==> src/rtl/cs_microsequencer.sv <==
// Control-store sequencer: next-address selection, async-ROM addressing, MIR latch, memory stall.
// Optional CS_SEQ_TRACE_EN adds retired-microinstruction and stall-cycle counters.
module cs_microsequencer #(
   parameter int DATAWIDTH_CS_ADDR = 11,
   parameter int DATAWIDTH_MIR     = 41,
   parameter int DATAWIDTH_IR      = 32
) (
   input  logic                         CS_SEQ_CLOCK_50,
   input  logic                         CS_SEQ_RESET_InLow,
   output logic [DATAWIDTH_CS_ADDR-1:0] CS_SEQ_CS_ADDR_OUT,
   input  logic [DATAWIDTH_MIR-1:0]     CS_SEQ_CS_DATA_IN,
   input  logic [DATAWIDTH_IR-1:0]      CS_SEQ_IR_IN,
   input  logic [3:0]                   CS_SEQ_PSR_NZVC_IN,
   input  logic                         CS_SEQ_MEM_READY_IN,
   output logic [DATAWIDTH_MIR-1:0]     CS_SEQ_MIR_OUT,
   output logic [5:0]                   CS_SEQ_A_OUT,
   output logic [5:0]                   CS_SEQ_B_OUT,
   output logic [5:0]                   CS_SEQ_C_OUT,
`ifdef CS_SEQ_TRACE_EN
   output logic [15:0]                  CS_SEQ_UCOUNT_OUT,
   output logic [15:0]                  CS_SEQ_STALLCOUNT_OUT,
`endif
   output logic                         CS_SEQ_ADVANCE_OUT,
   output logic                         CS_SEQ_STALL_OUT
);

   typedef enum logic [1:0] {IDLE, RUN, MEM_WAIT} state_t;

   state_t                       state_q;
   logic [DATAWIDTH_CS_ADDR-1:0] csar_q;
   logic [DATAWIDTH_MIR-1:0]     mir_q;

   logic [DATAWIDTH_CS_ADDR-1:0] csar_inc;
   logic [DATAWIDTH_CS_ADDR-1:0] jaddr;
   logic [DATAWIDTH_CS_ADDR-1:0] next_addr_d;
   logic [2:0]                   cond;
   logic                         mem_acc;
   logic                         stalled;
   logic                         advance;
   logic                         n_flag, z_flag, v_flag, c_flag;
   logic                         ir_unused;

   assign {n_flag, z_flag, v_flag, c_flag} = CS_SEQ_PSR_NZVC_IN;
   assign cond     = mir_q[13:11];
   assign jaddr    = mir_q[DATAWIDTH_CS_ADDR-1:0];
   assign csar_inc = csar_q + 1'b1;
   assign mem_acc  = mir_q[19] | mir_q[18];
   assign ir_unused = ^{CS_SEQ_IR_IN[29:25], CS_SEQ_IR_IN[18:14], CS_SEQ_IR_IN[12:0]};

   always_comb begin
      next_addr_d = csar_inc;
      case (cond)
         3'b000: next_addr_d = csar_inc;
         3'b001: next_addr_d = n_flag ? jaddr : csar_inc;
         3'b010: next_addr_d = z_flag ? jaddr : csar_inc;
         3'b011: next_addr_d = v_flag ? jaddr : csar_inc;
         3'b100: next_addr_d = c_flag ? jaddr : csar_inc;
         3'b101: next_addr_d = CS_SEQ_IR_IN[13] ? jaddr : csar_inc;
         3'b110: next_addr_d = jaddr;
         default: next_addr_d = {1'b1, CS_SEQ_IR_IN[31:30], CS_SEQ_IR_IN[24:19], 2'b00};
      endcase
   end

   // The stall is decided in the same cycle the memory word sits in MIR, so a
   // RD/WR that finds MEM_READY already high retires without a wait cycle.
   assign stalled = (state_q != IDLE) && mem_acc && !CS_SEQ_MEM_READY_IN;
   assign advance = (state_q != IDLE) && !stalled;

   always_comb begin
      CS_SEQ_CS_ADDR_OUT = '0;
      if (state_q != IDLE) begin
         CS_SEQ_CS_ADDR_OUT = stalled ? csar_q : next_addr_d;
      end
   end

   always_ff @(posedge CS_SEQ_CLOCK_50 or negedge CS_SEQ_RESET_InLow) begin
      if (!CS_SEQ_RESET_InLow) begin
         state_q <= IDLE;
         csar_q  <= '0;
         mir_q   <= '0;
      end else begin
         case (state_q)
            IDLE: begin
               mir_q   <= CS_SEQ_CS_DATA_IN;
               csar_q  <= '0;
               state_q <= RUN;
            end
            RUN, MEM_WAIT: begin
               if (stalled) begin
                  state_q <= MEM_WAIT;
               end else begin
                  mir_q   <= CS_SEQ_CS_DATA_IN;
                  csar_q  <= next_addr_d;
                  state_q <= RUN;
               end
            end
            default: state_q <= IDLE;
         endcase
      end
   end

`ifdef CS_SEQ_TRACE_EN
   logic [15:0] ucount_q;
   logic [15:0] stallcount_q;

   always_ff @(posedge CS_SEQ_CLOCK_50 or negedge CS_SEQ_RESET_InLow) begin
      if (!CS_SEQ_RESET_InLow) begin
         ucount_q     <= '0;
         stallcount_q <= '0;
      end else begin
         if (advance) ucount_q <= ucount_q + 16'd1;
         if (stalled) stallcount_q <= stallcount_q + 16'd1;
      end
   end

   assign CS_SEQ_UCOUNT_OUT     = ucount_q;
   assign CS_SEQ_STALLCOUNT_OUT = stallcount_q;
`endif

   assign CS_SEQ_MIR_OUT     = mir_q;
   assign CS_SEQ_A_OUT       = mir_q[40:35];
   assign CS_SEQ_B_OUT       = mir_q[33:28];
   assign CS_SEQ_C_OUT       = mir_q[26:21];
   assign CS_SEQ_ADVANCE_OUT = advance;
   assign CS_SEQ_STALL_OUT   = stalled;

endmodule
==> config.mk <==
export PLATFORM = sky130hd
export DESIGN_NAME = cs_microsequencer
export DESIGN_NICKNAME = d
export VERILOG_FILES = /design/src/rtl/cs_microsequencer.sv
export SDC_FILE = /design/constraint.sdc
export NUM_CORES = 1
export LEC_CHECK = 0
export ABC_AREA = 1
export CAP_MARGIN = 20
export CORE_MARGIN = 5
export CORE_UTILIZATION = 42
export CTS_BUF_LIST = sky130_fd_sc_hd__clkbuf_4 sky130_fd_sc_hd__clkbuf_8 sky130_fd_sc_hd__clkbuf_16
export DETAILED_ROUTE_END_ITERATION = 12
export PLACE_DENSITY = 0.85
export SKIP_CTS_REPAIR_TIMING = 1
export SLEW_MARGIN = 25
export SYNTH_ARGS = -nofsm -noshare
export SYNTH_HDL_FRONTEND = slang
export SYNTH_SLANG_ARGS = --single-unit
==> constraint.sdc <==
create_clock -name CS_SEQ_CLOCK_50 -period 2.04 [get_ports CS_SEQ_CLOCK_50]
set_input_delay 0.51 -clock CS_SEQ_CLOCK_50 [delete_from_list [all_inputs] [get_ports CS_SEQ_CLOCK_50]]
set_output_delay 0.51 -clock CS_SEQ_CLOCK_50 [all_outputs]
set_load 0.01 [all_outputs]
Word-level counts from Yosys, hierarchy flattened --
Index checks and enable logic that the tools add are counted.
Word-level totals: flip-flop bits (word level) 54, word-level logic and storage cells 38, input port bits 80
Operators by class: reduce and logical (&&, ||, !) cells 11, add/subtract/negate cells 1, muxes and demuxes 13, bitwise operators 1, equality and inequality tests 9
Operators with widths (number):
- $pmux W41 S2 | 1
- $mux W11 | 7
- $pmux W11 S7 | 1
- $mux W41 | 1
- $pmux W11 S2 | 1
- $add A11 B1 Y11 const B | 1
- $eq A3 B3 Y1 const B | 3
- $eq A3 B2 Y1 const B | 2
- $pmux W2 S2 | 1
- $reduce_bool A2 Y1 | 2
- $eq A3 B1 Y1 const B | 1
- $logic_and A1 B1 Y1 | 3
- $logic_not A3 Y1 | 1
- $eq A2 B1 Y1 const B | 1
- $eq A2 B2 Y1 const B | 1
- $logic_not A1 Y1 | 2
- $logic_not A2 Y1 | 1
- $mux W2 | 1
- $ne A2 B2 Y1 const B | 1
- $reduce_and A2 Y1 | 1
- $reduce_or A2 Y1 | 1
- $or A1 B1 Y1 | 1

Depth between registers and ports, before layout --
Gate-level depths: netlist of the first run.
word-level depth 5, gate-level depth with buffers 13

Worst setup path before layout of the first run --
OpenSTA, ideal clock, no wires.
kind reg2out, start point register state_q[0], end point output CS_SEQ_CS_ADDR_OUT[5], arrival time 1.577 ns, path slack -0.047 ns, stages on the path, launching flop included 9, path buffers 1, cell sequence dfrtp_1 > inv_1 > ha_1 > nor2_2 > o21ai_4 > inv_2 > clkbuf_1 > nand2_1 > a21oi_1
On the way: longest elaborated chain between the ends 5
Ends and longest elaborated chain:
- start: declaration | RTL line 29 | state_t state_q;
- start signal: assignment | RTL line 78 | state_q <= IDLE;
- start signal: assignment | RTL line 86 | state_q <= RUN;
- start signal: assignment | RTL line 90 | state_q <= MEM_WAIT;
- $reduce_bool A2 Y1 | RTL line 66 | assign stalled = (state_q != IDLE) && mem_acc && !CS_SEQ_MEM_READY_IN;
- $logic_and A1 B1 Y1 (2 in series) | RTL line 66
- via CS_SEQ_STALL_OUT | RTL line 24 | output logic CS_SEQ_STALL_OUT
- $mux W11
- $mux W11 | RTL line 71 | if (state_q != IDLE) begin
- end: declaration | RTL line 10 | output logic [DATAWIDTH_CS_ADDR-1:0] CS_SEQ_CS_ADDR_OUT,
The timed path passes the listed nets, and every way through them passes these cells.

Worst setup path in the final report of the first run --
start point register mir_q[11], in the netlist CS_SEQ_MIR_OUT[11], end point output CS_SEQ_CS_ADDR_OUT[5]
On the way: longest elaborated chain between the ends 4, elaborated cells between the ends (all ways) 10, those cells by class eq/ne: 6; mux: 3; reduce/logical: 1
Ends and longest elaborated chain:
- start: declaration | RTL line 31 | logic [DATAWIDTH_MIR-1:0] mir_q;
- start signal: assignment | RTL line 80 | mir_q <= '0;
- start signal: assignment | RTL line 84 | mir_q <= CS_SEQ_CS_DATA_IN;
- start signal: assignment | RTL line 92 | mir_q <= CS_SEQ_CS_DATA_IN;
- $eq A3 B3 Y1 (tied with other cells) | RTL line 52 | case (cond)
- $pmux W11 S7 * | RTL line 52
- $mux W11 *
- $mux W11 * | RTL line 71
Mark *: on every way between the ends. The rest lies on a longest branch, timed or not.

==> results of run 1 <==
[critical path, stage by stage (launching register included)]
cell     delay, ns
dfrtp_2       0.52
buf_6         0.17
inv_4         0.05
nand3_4       0.07
nor2_4        0.16
nor2_4        0.05
nand3_4       0.13
nand2_2       0.08
nand3_2       0.07
nand2_2       0.08
a21oi_2       0.14
buf_2         0.14
[power by group]
group          switching [uW]  internal [uW]  total, uW
combinational            2920           3180       6100
sequential                484           1520       2010
clock                     341            238        579
[per-layer routing]
metal	wire length [um]	vias up	track usage, %
met5	0	-	0
met4	268	0	4.26
met3	792	22	4.86
met2	5410	170	33.7
met1	4040	1590	24.1
li1	-	1579	-
[through the flow]
stage / setup WS, ns / power [uW]
2_1_floorplan: 0.0616 / 4750
3_3_place_gp: -0.867 / 7170
3_5_place_dp: -0.917 / 7280
4_1_cts: -0.935 / 7890
5_1_grt: -0.548 / 9250
6_report: -0.442 / 8690
[layout by cell type (no fill, tap or decap), types with 2 or more instances in the layout]
| master | instances |
|---|---|
| buf_2 | 14 |
| o21ai_0 | 11 |
| o22ai_1 | 3 |
| nand3_2 | 5 |
| nand3_1 | 20 |
| nor2_2 | 5 |
| nand2_2 | 21 |
| dlymetal6s2s_1 | 8 |
| inv_4 | 2 |
| ha_4 | 2 |
| clkinvlp_4 | 2 |
| buf_6 | 3 |
| o211ai_1 | 2 |
| mux2_4 | 18 |
| inv_2 | 5 |
| nand2_1 | 82 |
| nor2_1 | 40 |
| a21oi_1 | 9 |
| inv_1 | 19 |
| nand4_1 | 3 |
| buf_12 | 6 |
| nor3_2 | 3 |
| dfrtp_2 | 3 |
| a21oi_2 | 4 |
| o21ai_1 | 2 |
| dfrtp_1 | 51 |
| nand2_4 | 3 |
| mux2_2 | 17 |
| clkbuf_8 | 5 |
| nor2_4 | 10 |
| xor2_1 | 4 |
| buf_4 | 62 |
| clkdlybuf4s50_1 | 105 |
| nand3_4 | 2 |
[final cells by class]
cell class	instances	area, um2
Clock buffer	5	68.8
Clock inverter	2	13.8
Fill cell	561	2230
Inverter	28	119
Multi-Input combinational cell	274	1820
Sequential cell	54	1360
Tap cell	102	128
Timing Repair Buffer	199	1870
Timing Repair inverter	1	7.51
[flip-flops by register name (all words and copies together), names as in the netlist]
signal          cells
csar_q             11
state_q             2
CS_SEQ_MIR_OUT     41
[path summary, 6_finish.rpt]
| check | depth (start not counted) | slack, ns | startpoint | to |
|---|---|---|---|---|
| hold / removal | 1 | 0.12 | CS_SEQ_RESET_InLow | csar_q[8]$_DFFE_PN0P_ |
| setup reg to reg | 10 | 0.23 | state_q[1]$_DFF_PN0_ | CS_SEQ_MIR_OUT[15]$_DFFE_PN0P_ |
| hold reg to reg | 1 | 0.52 | CS_SEQ_MIR_OUT[16]$_DFFE_PN0P_ | CS_SEQ_MIR_OUT[16]$_DFFE_PN0P_ |
| max in group asynchronous | 2 | 1.44 | CS_SEQ_RESET_InLow | CS_SEQ_MIR_OUT[4]$_DFFE_PN0P_ |
| setup / recovery | 11 | -0.44 | CS_SEQ_MIR_OUT[11]$_DFFE_PN0P_ | CS_SEQ_CS_ADDR_OUT[5] |
| min in group CS_SEQ_CLOCK_50 | 1 | 0.52 | CS_SEQ_MIR_OUT[16]$_DFFE_PN0P_ | CS_SEQ_MIR_OUT[16]$_DFFE_PN0P_ |
[cell families after synthesis]
family / after synthesis
and+or+nand+nor: 196
adders and majority gates: 3
xor gates and xnor gates: 5
buffers and inverters: 61
DFF: 54
muxes: 35
AOI/OAI and AO/OA: 34
==> key figures, run 1 <==
Placed design
  – Gpl congestion: roughly 0.91
  – Cell total after placement: 640
  – Placement Cell Area: about 0.0049 mm2
  – Detailed placer's ending HPWL: between 7000 and 8000 um
  – Number of I/O port buffers: between 100 and 150

Clocking
  – CTS tree: yes
  – Num CTS Buffers: 5
  – CTS root buf: clkbuf_8
  – Clk Latency, worst-skew pair: about 0.30 ns
  – Max Root-Sink Buffers: 2
  – Sink Count: 54
  – CTS H-tree depth: 2
  – Clk slew on worst S/H paths: 0.09 ns

Cells and area
  – Design area: between 0.005 and 0.006 mm2
  – Non-Filler Instances: roughly 670
  – # diodes: 0
  – Layout area overhead: 66.2%
  – Layout cells sized above 1: between 30% and 40%
  – Final #Nets: 646
  – Final core occ: between 70% and 80%

Floorplan
  – DIE HEIGHT: 97.7 um
  – Initial Util: 42.5%
  – Site Rows: 32
  – Core area: about 0.0076 mm2
  – Die W: ~98 um
  – Number of I/O pins: ~150
  – Total Die Area: between 0.009 and 0.01 mm2

Route
  – Antenna Violating Nets Remaining: 0
  – Drt first-iter violations: 266
  – DR pass1 iterations: 5
  – Wire per inst: between 15 and 20 um
  – WL final: ~11,000 um
  – DR vias: between 3,000 and 4,000
  – Avg Vias per Cell: between 5 and 6
  – Number of remaining DRC errors: 0

Synthesis
  – Synth Area in Adders: about 1.2%
  – Ranking of synthesized cells by area: dfrtp_1 42%, nand2_1 12%, mux2_4 8.4%
  – Post-synth cell types: 28
  – Async S/R FF share, synth: between 90% and 100%
  – Post-Synth XOR/XNOR Area: under 10%
  – Post-Synth Simple-Gate Area: 24.9%
  – Synth Area in Compound Gates: between 5 and 6%
  – Seq cells post-synth: 54
  – Yosys top cell area share: a little over two fifths
  – Combinational family with the most area after synthesis: simple AND/OR/NAND/NOR gates
  – Most common cell in the synthesized netlist: nand2_1
  – Syn_nets: between 400 and 500
  – Top FF cell, synth: dfrtp_1
  – Avg Cell Area, Syn: roughly 8.3 um2
  – Area leader, netlist: dfrtp_1
  – Post-Synthesis Cells: between 300 and 400
  – EDFF count, synth: 0
  – Synthesized area: 0.00323 mm2
  – Post-synthesis mux area share: between 10% and 20%
  – Register area share after synthesis: a little over two fifths
  – Yosys warns: 0
  – Synth cell count leaders: 104 x nand2_1, 54 x dfrtp_1, 50 x nor2_1, 26 x nand3_1, 25 x inv_1

Global route
  – First-pass GRT wire length: between 15,000 and 20,000 um
  – Vias in the first global route: between 3,000 and 4,000
  – Initial antenna violation count: 0
  – Gr usage total: around a fifth
  – Total gr overflow: 0
  – Largest net degree at the start of global routing: 31

Power
  – Pleak: 0.00255 uW
  – PD cells: between 1500 and 2000 mW/mm2
  – VDD IR max: roughly 0.77 mV

STA
  – Layout Skew: roughly 0.0055 ns
  – Pins over their slew limit: 0
  – Final setup fails: 12
  – Final worst path period need: between 2 and 2.5 ns
  – Fin crit share: 122%
  – Worst hold slack: ~0.12 ns
  – Final Hold Viols: 0
  – Worst-Margin Slew: approximately 0.38 ns
  – Final WS setup: -0.442 ns
  – Max-slew headroom: about 75%
  – Achievable Freq: 403 MHz
  – Setup_tns: -4.60 ns
  – RSZ-0062 raised after global routing: true

Flow run
  – Max Cap Viol: 0

Hold path
  – HP Class: input pin to async pin

Worst setup path
  – WP data arrival: ~2.0 ns
  – Worst Path Required: ~1.5 ns
  – CP endpoint kind: output port
  – Kind of start point of the critical path: flop
  – CP Max Fanout: 8
  – Critical path class: flop to output port

Status
  – Failing checks: negative setup slack
  – Status: finished with violations
(Power assumes the default switching activity.)
==> inputs of run 2 (changes only) <==
==> constraint.sdc (replaced) <==
create_clock -name CS_SEQ_CLOCK_50 -period 2.04 [get_ports CS_SEQ_CLOCK_50]
set_input_delay 0.51 -clock CS_SEQ_CLOCK_50 [delete_from_list [all_inputs] [get_ports CS_SEQ_CLOCK_50]]
set_output_delay 0.51 -clock CS_SEQ_CLOCK_50 [all_outputs]
set_load 0.1 [all_outputs]
==> key figures, run 2 (synthesis results as in run 1) <==
Floorplan
  – Number of I/O pins: 152
  – Core area: 0.00761 mm2
  – Die W: ~98 um
  – Site Rows: 32
  – Total Die Area: 0.00955 mm2
  – DIE HEIGHT: 97.7 um
  – Initial Util: between 40 and 50%

Worst setup path
  – R2R depth: 12
  – WP data arrival: around 2.0 ns
  – Worst R2R Setup Slack: 0.03 ns
  – Worst reg2reg startpoint: state_q[1]$_DFF_PN0_
  – Kind of start point of the critical path: flop
  – Worst Path Required: roughly 1.5 ns
  – CP endpoint kind: output port
  – Reg2reg end: CS_SEQ_MIR_OUT[14]$_DFFE_PN0P_
  – CP Launch Point: CS_SEQ_MIR_OUT[11]$_DFFE_PN0P_
  – CP Max Fanout: 6
  – Critical path class: flop to output port

Cells and area
  – Most common cell after layout, fill and taps aside: buf_4
  – Max FFs per register: 41
  – Layout cells sized above 1: between 40% and 50%
  – Layout area overhead: 81.0%
  – Most frequent cells in the layout: 87 x buf_4, 81 x nand2_1, 49 x clkdlybuf4s50_1
  – # diodes: 0
  – Final #Nets: approximately 640

Route
  – DR pass1 iterations: 5
  – DR vias: 3,396
  – Drt first-iter violations: ~250
  – Avg Vias per Cell: around 5.2
  – Number of remaining DRC errors: 0
  – WL final: 10,900 um
  – Antenna Violating Nets Remaining: 0
  – Wire per inst: ~17 um

STA
  – Final setup fails: 13
  – Setup_tns: -5.27 ns
  – Max-slew headroom: ~75%
  – Final Hold Viols: 0
  – RSZ-0062 raised after global routing: true
  – Layout Skew: roughly 0.011 ns
  – Pins over their slew limit: 0
  – Fin crit share: 125%
  – Final WS setup: -0.503 ns
  – Achievable Freq: 393 MHz
  – Worst-Margin Slew: between 0.3 and 0.4 ns
  – Final worst path period need: around 2.5 ns

Global route
  – Vias in the first global route: between 3,000 and 4,000
  – Largest net degree at the start of global routing: 55
  – Total gr overflow: 0
  – First-pass GRT wire length: 15,600 um
  – Gr usage total: 19.6%
  – Initial antenna violation count: 0

Hold path
  – HP Class: input pin to async pin

Placed design
  – Gpl congestion: around 0.9
  – Detailed placer's ending HPWL: 7570 um
  – Number of I/O port buffers: around 130

Clocking
  – Clk Latency, worst-skew pair: a little over 0.3 ns
  – CTS H-tree depth: 2
  – CTS root buf: clkbuf_8
  – Sink Count: between 50 and 60
  – Num CTS Buffers: 5
  – CTS tree: yes
  – Max Root-Sink Buffers: 2
  – Clk slew on worst S/H paths: 0.10 ns

Flow run
  – Max Cap Viol: 0

Status
  – Status: finished with violations
  – Failing checks: negative setup slack
==> run 2: worst max-delay path by stage <==
stage,end,slack (ns),cells after the start
detailed placement,CS_SEQ_CS_ADDR_OUT[2],-0.62,10
floorplan,CS_SEQ_CS_ADDR_OUT[2],-0.55,10
CTS,CS_SEQ_CS_ADDR_OUT[2],-0.63,10
finish,CS_SEQ_CS_ADDR_OUT[3],-0.50,12
global route,CS_SEQ_CS_ADDR_OUT[3],-0.58,11
global placement,CS_SEQ_CS_ADDR_OUT[2],-0.61,10
==> run 2: final cells by class <==
cell class / count / area (um2)
clock buffer: 5 / 68.8
clock inverter: 3 / 21.3
inverter: 28 / 113
sequential: 54 / 1370
tap: 102 / 128
fill: 488 / 1750
timing repair inverter: 2 / 17.5
timing repair buffer: 191 / 2150
multi-input combinational: 274 / 1990
==> run 2: critical path: stages, from the launching register on <==
cell     delay (ns)
dfrtp_4        0.55
nor2_4         0.17
nand2_4        0.09
nor2_4         0.13
nor2_4         0.06
nand2_1        0.07
o21ai_0        0.10
nand2_1        0.07
nand2_1        0.06
nand2_2        0.07
nand2_2        0.06
nor2_4         0.13
buf_12         0.18
==> run 2: routing by layer <==
| metal | up-vias | GRT usage, % | routed length, um |
|---|---|---|---|
| met1 | 1639 | 21.7 | 3740 |
| met3 | 26 | 5.93 | 961 |
| li1 | 1569 | - | - |
| met4 | 0 | 5.96 | 228 |
| met5 | - | 0 | 0 |
| met2 | 162 | 36.1 | 5970 |
==> run 2: metrics by stage <==
stage | setup WS [ns] | hold slack, ns | utilization [%] | area [um2] | instances
after floorplan | -0.546 | 0.214 | - | 3430 | 388
after global placement | -0.606 | 0.490 | 68.1 | 5180 | 629
after detailed placement | -0.616 | 0.499 | 68.1 | 5180 | 629
after CTS | -0.629 | 0.179 | 69.2 | 5270 | 637
after global routing | -0.582 | 0.191 | 76.9 | 5850 | 659
final | -0.503 | 0.177 | 76.9 | 5850 | 659
Power of run 2 is left out: the tool's default activity adds up to more than one toggle a clock period on the data nets, which glitch-free logic cannot reach.
